===== src/rtl/top.sv =====
// ---------------------------------------------------------------------------
// top -- 16-bit up-counter whose state is protected by Hamming(21,16) SEC.
//
// The raw count and its five check bits live in the counter_and_parity
// instance. Every edge re-encodes the register from the corrected value, so a
// single-bit upset is never visible on the output and is scrubbed at the next
// edge whether or not counting is enabled.
//
// Ports
//   clk      in   1  sole clock, rising edge
//   reset    in   1  asynchronous, active-high reset
//   enable   in   1  count enable, sampled on rising clk
//   counter  out 16  error-corrected current count
// ---------------------------------------------------------------------------
module top (
  input  logic        clk,
  input  logic        reset,
  input  logic        enable,
  output logic [15:0] counter
);

  ecc_count_core counter_and_parity (
    .clk     (clk),
    .reset   (reset),
    .enable  (enable),
    .counter (counter)
  );

endmodule

// ---------------------------------------------------------------------------
// ecc_count_core -- count register plus stored Hamming check bits.
//
// Codeword layout (positions 1..21): check bits at 1,2,4,8,16; data d0..d15
// at 3,5,6,7,9..15,17..21. The syndrome is the position of a single flipped
// bit; only data positions need repair since the check bits are regenerated
// from the corrected value on every edge anyway.
//
// Ports
//   clk      in   1  sole clock, rising edge
//   reset    in   1  asynchronous, active-high reset
//   enable   in   1  count enable
//   counter  out 16  corrected count (combinational from the registers)
// ---------------------------------------------------------------------------
module ecc_count_core (
  input  logic        clk,
  input  logic        reset,
  input  logic        enable,
  output logic [15:0] counter
);

  logic [15:0] count_reg;
  logic [4:0]  parity_stored;
  logic [4:0]  syndrome;
  logic [15:0] flip_mask;
  logic [15:0] corrected;
  logic [15:0] next_count;

  // Check bit k covers every data bit whose codeword position has bit k set.
  function automatic logic [4:0] check_bits(input logic [15:0] d);
    logic [4:0] c;
    c[0] = d[0] ^ d[1] ^ d[3] ^ d[4] ^ d[6] ^ d[8] ^ d[10] ^ d[11] ^ d[13] ^ d[15];
    c[1] = d[0] ^ d[2] ^ d[3] ^ d[5] ^ d[6] ^ d[9] ^ d[10] ^ d[12] ^ d[13];
    c[2] = d[1] ^ d[2] ^ d[3] ^ d[7] ^ d[8] ^ d[9] ^ d[10] ^ d[14] ^ d[15];
    c[3] = d[4] ^ d[5] ^ d[6] ^ d[7] ^ d[8] ^ d[9] ^ d[10];
    c[4] = d[11] ^ d[12] ^ d[13] ^ d[14] ^ d[15];
    return c;
  endfunction

  assign syndrome = check_bits(count_reg) ^ parity_stored;

  // Syndrome -> data bit to invert. Zero, check-bit positions (1,2,4,8,16)
  // and out-of-range values (22..31) leave the data untouched.
  always_comb begin
    flip_mask = 16'h0000;
    case (syndrome)
      5'd3:    flip_mask = 16'h0001;
      5'd5:    flip_mask = 16'h0002;
      5'd6:    flip_mask = 16'h0004;
      5'd7:    flip_mask = 16'h0008;
      5'd9:    flip_mask = 16'h0010;
      5'd10:   flip_mask = 16'h0020;
      5'd11:   flip_mask = 16'h0040;
      5'd12:   flip_mask = 16'h0080;
      5'd13:   flip_mask = 16'h0100;
      5'd14:   flip_mask = 16'h0200;
      5'd15:   flip_mask = 16'h0400;
      5'd17:   flip_mask = 16'h0800;
      5'd18:   flip_mask = 16'h1000;
      5'd19:   flip_mask = 16'h2000;
      5'd20:   flip_mask = 16'h4000;
      5'd21:   flip_mask = 16'h8000;
      default: flip_mask = 16'h0000;
    endcase
  end

  assign corrected  = count_reg ^ flip_mask;
  assign counter    = corrected;
  // Wraps silently from 0xFFFF to 0x0000.
  assign next_count = enable ? corrected + 16'd1 : corrected;

  // Both registers reload every edge: with enable low this is a pure scrub.
  always_ff @(posedge clk or posedge reset) begin
    if (reset) begin
      count_reg     <= 16'h0000;
      parity_stored <= 5'b00000;
    end else begin
      count_reg     <= next_count;
      parity_stored <= check_bits(next_count);
    end
  end

endmodule


===== config.mk =====
export PLATFORM = sky130hd
export DESIGN_NAME = top
export DESIGN_NICKNAME = d
export VERILOG_FILES = /design/src/rtl/top.sv
export SDC_FILE = /design/constraint.sdc
export NUM_CORES = 1
export LEC_CHECK = 0
export ABC_AREA = 1
export BUFFER_PORTS_ARGS = -buffer_cell sky130_fd_sc_hd__buf_2
export CORE_MARGIN = 5
export CORE_UTILIZATION = 44
export CTS_BUF_LIST = sky130_fd_sc_hd__clkbuf_4
export DETAILED_ROUTE_END_ITERATION = 7
export GPL_ROUTABILITY_DRIVEN = 0
export PLACE_DENSITY = 0.6
export SYNTH_ARGS = -nofsm -noshare
export SYNTH_HDL_FRONTEND = slang
export SYNTH_SLANG_ARGS = --single-unit

===== constraint.sdc =====
create_clock -name clk -period 7.1 [get_ports clk]
set_input_delay 1.065 -clock clk [delete_from_list [all_inputs] [get_ports clk]]
set_output_delay 1.065 -clock clk [all_outputs]
set_load 0.01 [all_outputs]

### Word-level counts from Yosys, hierarchy flattened

Memories as Yosys holds them, arrays and structs flattened.
Cells that the tools add are included.

* bits in read-only memories: 512
* memories kept: 1
* flip-flop bits (word level): 21
* word-level logic and storage cells: 77
* output and inout bits: 16
* bits in latches: 0
* memory bits (writable): 0

* magnitude comparators: 0
* shifts and indexed selects: 0
* divide/modulo/power cells: 0
* multiply operators: 0
* bitwise logic cells: 72
* equal/unequal tests: 0
* add/sub/neg operators: 1
* reductions and logical operators: 0
* mux-type cells: 1

Memory list
* (name not given): words 32, bits a word 16, rd ports 1, clocked after memory_dff 0, wr ports 0, RTL line 76 `case (syndrome)`

Operator list (number)
* 1-bit bitwise XOR: 70
* 16-bit by 1-bit adder with 16-bit output, second input constant: 1
* 16-bit two-way mux: 1
* 16-bit bitwise XOR: 1
* 5-bit bitwise XOR: 1

### Logic depth before layout (Yosys ltp)

An unclocked memory read counts as a cell.

* word-level depth: 23
* gate-level depth with buffers: 33

### Worst setup path after synthesis

Ideal clock, no wire load.

* path type: flip-flop to flip-flop
* start point: register counter_and_parity.count_reg[3]
* end point: register counter_and_parity.parity_stored[4]
* period minus slack after synthesis: 3035 ps
* setup time: 116 ps
* setup slack: 4065 ps
* required time: 6984 ps
* stages on the path, launching flop included: 29
* arrival time: 2918 ps
* path buffers: 2
* cells stage by stage: dfrtp_1 buf_2 inv_2 nand2_1 nand2_1 nand2_1 nand2_1 nand2_1 nand2_2 inv_2 nand2_2 nand2_4 nor2_4 buf_6 nand4_1 nand2_2 ha_1 nand2_1 inv_1 nand3_1 nor2_4 nand4_2 nor2_2 nand3_1 nand2_1 xor2_1 inv_1 nand2_1 nand2_1

* longest elaborated chain between the ends: 17
* elaborated cells between the ends (all ways): 31

Ends and longest elaborated chain
* start, declared: RTL line 52 `logic [15:0] count_reg;`
* start signal, assigned: RTL line 108 `count_reg <= next_count;`
* 1-bit bitwise XOR (8 in a row): RTL line 62 `c[0] = d[0] ^ d[1] ^ d[3] ^ d[4] ^ d[6] ^ d[8] ^ d[10] ^ d[11] ^ d[13] ^ d[15];`
* 5-bit bitwise XOR *: RTL line 70 `assign syndrome = check_bits(count_reg) ^ parity_stored;`
* memory read 32 x 16 bit *
* 16-bit bitwise XOR *: RTL line 97 `assign corrected = count_reg ^ flip_mask;`
* named net counter[0]: RTL line 19 `output logic [15:0] counter`
* 16-bit by 1-bit adder with 16-bit output *: RTL line 100 `assign next_count = enable ? corrected + 16'd1 : corrected;`
* 16-bit two-way mux *: RTL line 100
* 1-bit bitwise XOR (3 in a row): RTL line 66 `c[4] = d[11] ^ d[12] ^ d[13] ^ d[14] ^ d[15];`
* 1-bit bitwise XOR *: RTL line 66
* end signal, assigned: RTL line 109 `parity_stored <= check_bits(next_count);`
* end, declared: RTL line 53 `logic [4:0] parity_stored;`

The timed path passes the listed nets; every way through them passes the cells marked *.

### Final worst setup path

* start point: register counter_and_parity.count_reg[10]
* end point: output counter[15]

* longest elaborated chain between the ends: 7
* elaborated cells between the ends (all ways): 14

Ends and longest elaborated chain (RTL line)
* 1-bit bitwise XOR (4 in a row): 62
* 5-bit bitwise XOR *: 70
* memory read 32 x 16 bit *
* 16-bit bitwise XOR *: 97
* end, declared: 19

Every way passes the cells marked *; elsewhere a longest branch is shown, timed or not.

==> flow_summary_export.csv <==
group,metric,value,unit
status,status,"finished clean",
route,avgViaCountPerCell,5.13,
floorplanning,num_rows,30,
synthesis,synth_area,0.00310,sq mm
route,wirelength,8.76,mm
floorplanning,die_h,94.0,um
route,drtIter0Drc,174,
setup_path,path_cells,"xnor2_1, nand3_1, nand2_1, nand2_2, nand2_1, nand2_1, nand2_2, nand3_1, xor2_1, inv_1, buf_2",
setup_path,crit_type,"register to primary output",
setup_path,critPathMaxStageDelay,0.52,ns
clock_network,root_buffer,"clkbuf_4",
global_route,grt.overflow.total,0,
route,drtPass1Iterations,6,
route,ant_nets,0,
synthesis,synth_top_family_by_area,"simple AND/OR/NAND/NOR gates",
sta,setup_viol,0,
synthesis,synthCells,549,
clock_network,numCtsBuffers,3,
synthesis,synth_compound_area_frac,0.0105,
route,route.vias.total,3368,
floorplanning,die_x,94.0,um
setup_path,crit_path_top_delay_cell,"dfrtp_1",
floorplanning,ioPinCount,19,
place,io_buffers,18,
final_layout,final_core_util,0.478,
clock_network,htreeDepth,1,
setup_path,cp-startpoint,"counter_and_parity.count_reg[10]$_DFF_PP0_",
global_route,antenna_found_initial,0,
synthesis,synth_xor_area_frac,0.0476,
sta,timing_hold_violations_final,0,
synthesis,syn_area_per_cell,5.65,sq um
worst_hold_path,hold_start,"counter_and_parity.count_reg[1]$_DFF_PP0_",
synthesis,synthSimpleGateAreaFrac,0.656,
job,cap_violations,0,
sta,fin_skew,0.00234,ns
final_layout,antenna_cells,0,
synthesis,synth_fa_ha_area_frac,0.00403,
sta,fin_crit_sh,0.533,
clock_network,cts_hold_buf,0,
final_layout,synthToLayoutAreaGrowth,5.16,%
worst_hold_path,hold_path.class,"register to register",
synthesis,yosys_warnings,0,
sta,setup_tns,0,ns
sta,fin_crit,3.79,ns
floorplanning,core,0.00683,sq mm
clock_network,post_cts_resize_count,0,
clock_network,cts.clk_slew.worst_paths,0.11,ns
setup_path,cpMostUsedCell,"nand2_1",
place,dp_hpwl,7.43,mm
setup_path,critPathArrivalTime,2.72,ns
setup_path,crit_fanout,23,
floorplanning,die_area,0.00883,sq mm
setup_path,rr_startpoint,"counter_and_parity.count_reg[10]$_DFF_PP0_",
sta,rsz0062_at_grt,"false",
setup_path,cp.required,6.03,ns
clock_network,clkLatencyLatePin,0.30,ns
global_route,grt_pass1_wl,14.5,mm
sta,final_max_slew_viol_count,0,
sta,slew_headroom,0.495,
global_route,grt_max_degree,24,
clock_network,clock_path_buffers,2,
setup_path,cp-start-kind,"register",
synthesis,yosysUniqueCellTypes,24,
sta,worstMarginPinSlew,0.757,ns
clock_network,postCtsSetupBuffers,0,
setup_path,cp-end-kind,"primary output",
sta,fmax,264,MHz
route,drc,0,
clock_network,cts_tree,"done",
final_layout,drive_gt1_frac,0.198,
final_layout,nets,566,
synthesis,seq_area_frac_synth,0.169,
global_route,grt_pass1_vias,2993,
global_route,grt_usage,0.205,
route,drt-wirelength-per-cell,13.3,um
synthesis,muxShareOfSynthArea,0,
floorplanning,start_util,0.454,
clock_network,cts_sinks,21,
synthesis,syn-num-nets,553,
synthesis,ys_seq_elements,21,
final_layout,largest_register_ffs,16,
-- cell type report --
class                      count  area [sq um]
inverter                      72           270
sequential                    21           526
multi-input combinational    446          2230
timing repair buffer          18          90.1
fill                         793          3570
clock buffer                   4          30.0
tap                           96           120
-- cell usage after synthesis --
| library cell | n | share of area |
|---|---|---|
| o21ai_1 | 3 | 0.0048 |
| inv_2 | 24 | 0.029 |
| nand2_2 | 32 | 0.065 |
| nor2_4 | 12 | 0.044 |
| nand2_1 | 251 | 0.30 |
| buf_6 | 4 | 0.015 |
| buf_2 | 4 | 0.0065 |
| nor2_1 | 21 | 0.025 |
| nand2_4 | 4 | 0.015 |
| buf_4 | 2 | 0.0048 |
| nand3_2 | 8 | 0.026 |
| clkinv_1 | 1 | 0.0012 |
| nor2_2 | 3 | 0.0060 |
| dfrtp_1 | 21 | 0.17 |
| nand4_1 | 25 | 0.050 |
| o21ai_2 | 2 | 0.0056 |
| xnor2_1 | 7 | 0.020 |
| nor2_8 | 2 | 0.013 |
| xor2_1 | 8 | 0.023 |
| xor2_2 | 1 | 0.0052 |
| inv_1 | 47 | 0.057 |
| nand4_2 | 1 | 0.0040 |
| ha_1 | 1 | 0.0040 |
| nand3_1 | 65 | 0.10 |
-- layout by cell type (no fill, tap or decap), types with 2 or more instances in the layout --
| cell | count |
|---|---|
| nor2_2 | 3 |
| dfrtp_1 | 21 |
| buf_2 | 18 |
| nor2_4 | 12 |
| nor2_1 | 21 |
| o21ai_1 | 3 |
| nand3_1 | 65 |
| o21ai_2 | 2 |
| inv_2 | 24 |
| nand2_1 | 251 |
| inv_1 | 47 |
| nand2_2 | 32 |
| nor2_8 | 2 |
| nand2_4 | 4 |
| nand4_1 | 25 |
| nand3_2 | 8 |
| xor2_1 | 8 |
| clkbuf_4 | 4 |
| xnor2_1 | 7 |
-- logic make-up after synthesis --
group	count (synthesis)
adder cells (fa/ha/maj)	1
buffers and inverters	82
AO/OA/AOI/OAI	5
XOR/XNOR	16
flip-flops	21
AND/OR/NAND/NOR	424
-- per-layer routing --
metal / wire [um] / GRT usage
met5: 0 / 0
met4: 223 / 0.0782
met3: 390 / 0.0128
met2: 4040 / 0.336
met1: 4100 / 0.281
-- critical path: cells and delay by family (launching register included) --
kind / cells / cell delay [ns]
flops: 1 / 0.52
xor+xnor: 2 / 0.60
simple gates: 7 / 1.01
buf+inv: 2 / 0.30
-- through the flow --
stage                     cells  setup slack [ns]  hold WS, ns  area (sq um)
after floorplan             549              4.07        0.728          3100
after global placement      653              3.56        0.842          3230
after detailed placement    653              3.45        0.846          3230
after CTS                   657              3.32        0.867          3260
after global routing        657              3.06        0.937          3260
final                       657              3.31        0.870          3260
-- final timing paths --
check                                                                endpoint  slack [ns]  depth (start not counted)
max in group asynchronous          counter_and_parity.count_reg[10]$_DFF_PP0_        5.75                          2
worst min register to register      counter_and_parity.count_reg[1]$_DFF_PP0_        0.87                          3
min in group asynchronous          counter_and_parity.count_reg[12]$_DFF_PP0_        0.88                          2
worst min-delay path                counter_and_parity.count_reg[1]$_DFF_PP0_        0.87                          3
worst max-delay path                                              counter[15]        3.31                         11
worst max register to register  counter_and_parity.parity_stored[1]$_DFF_PP0_        3.40                         25
Power is not shown: default switching activity piles up to over one toggle a cycle in this logic, so the estimate is an artifact.
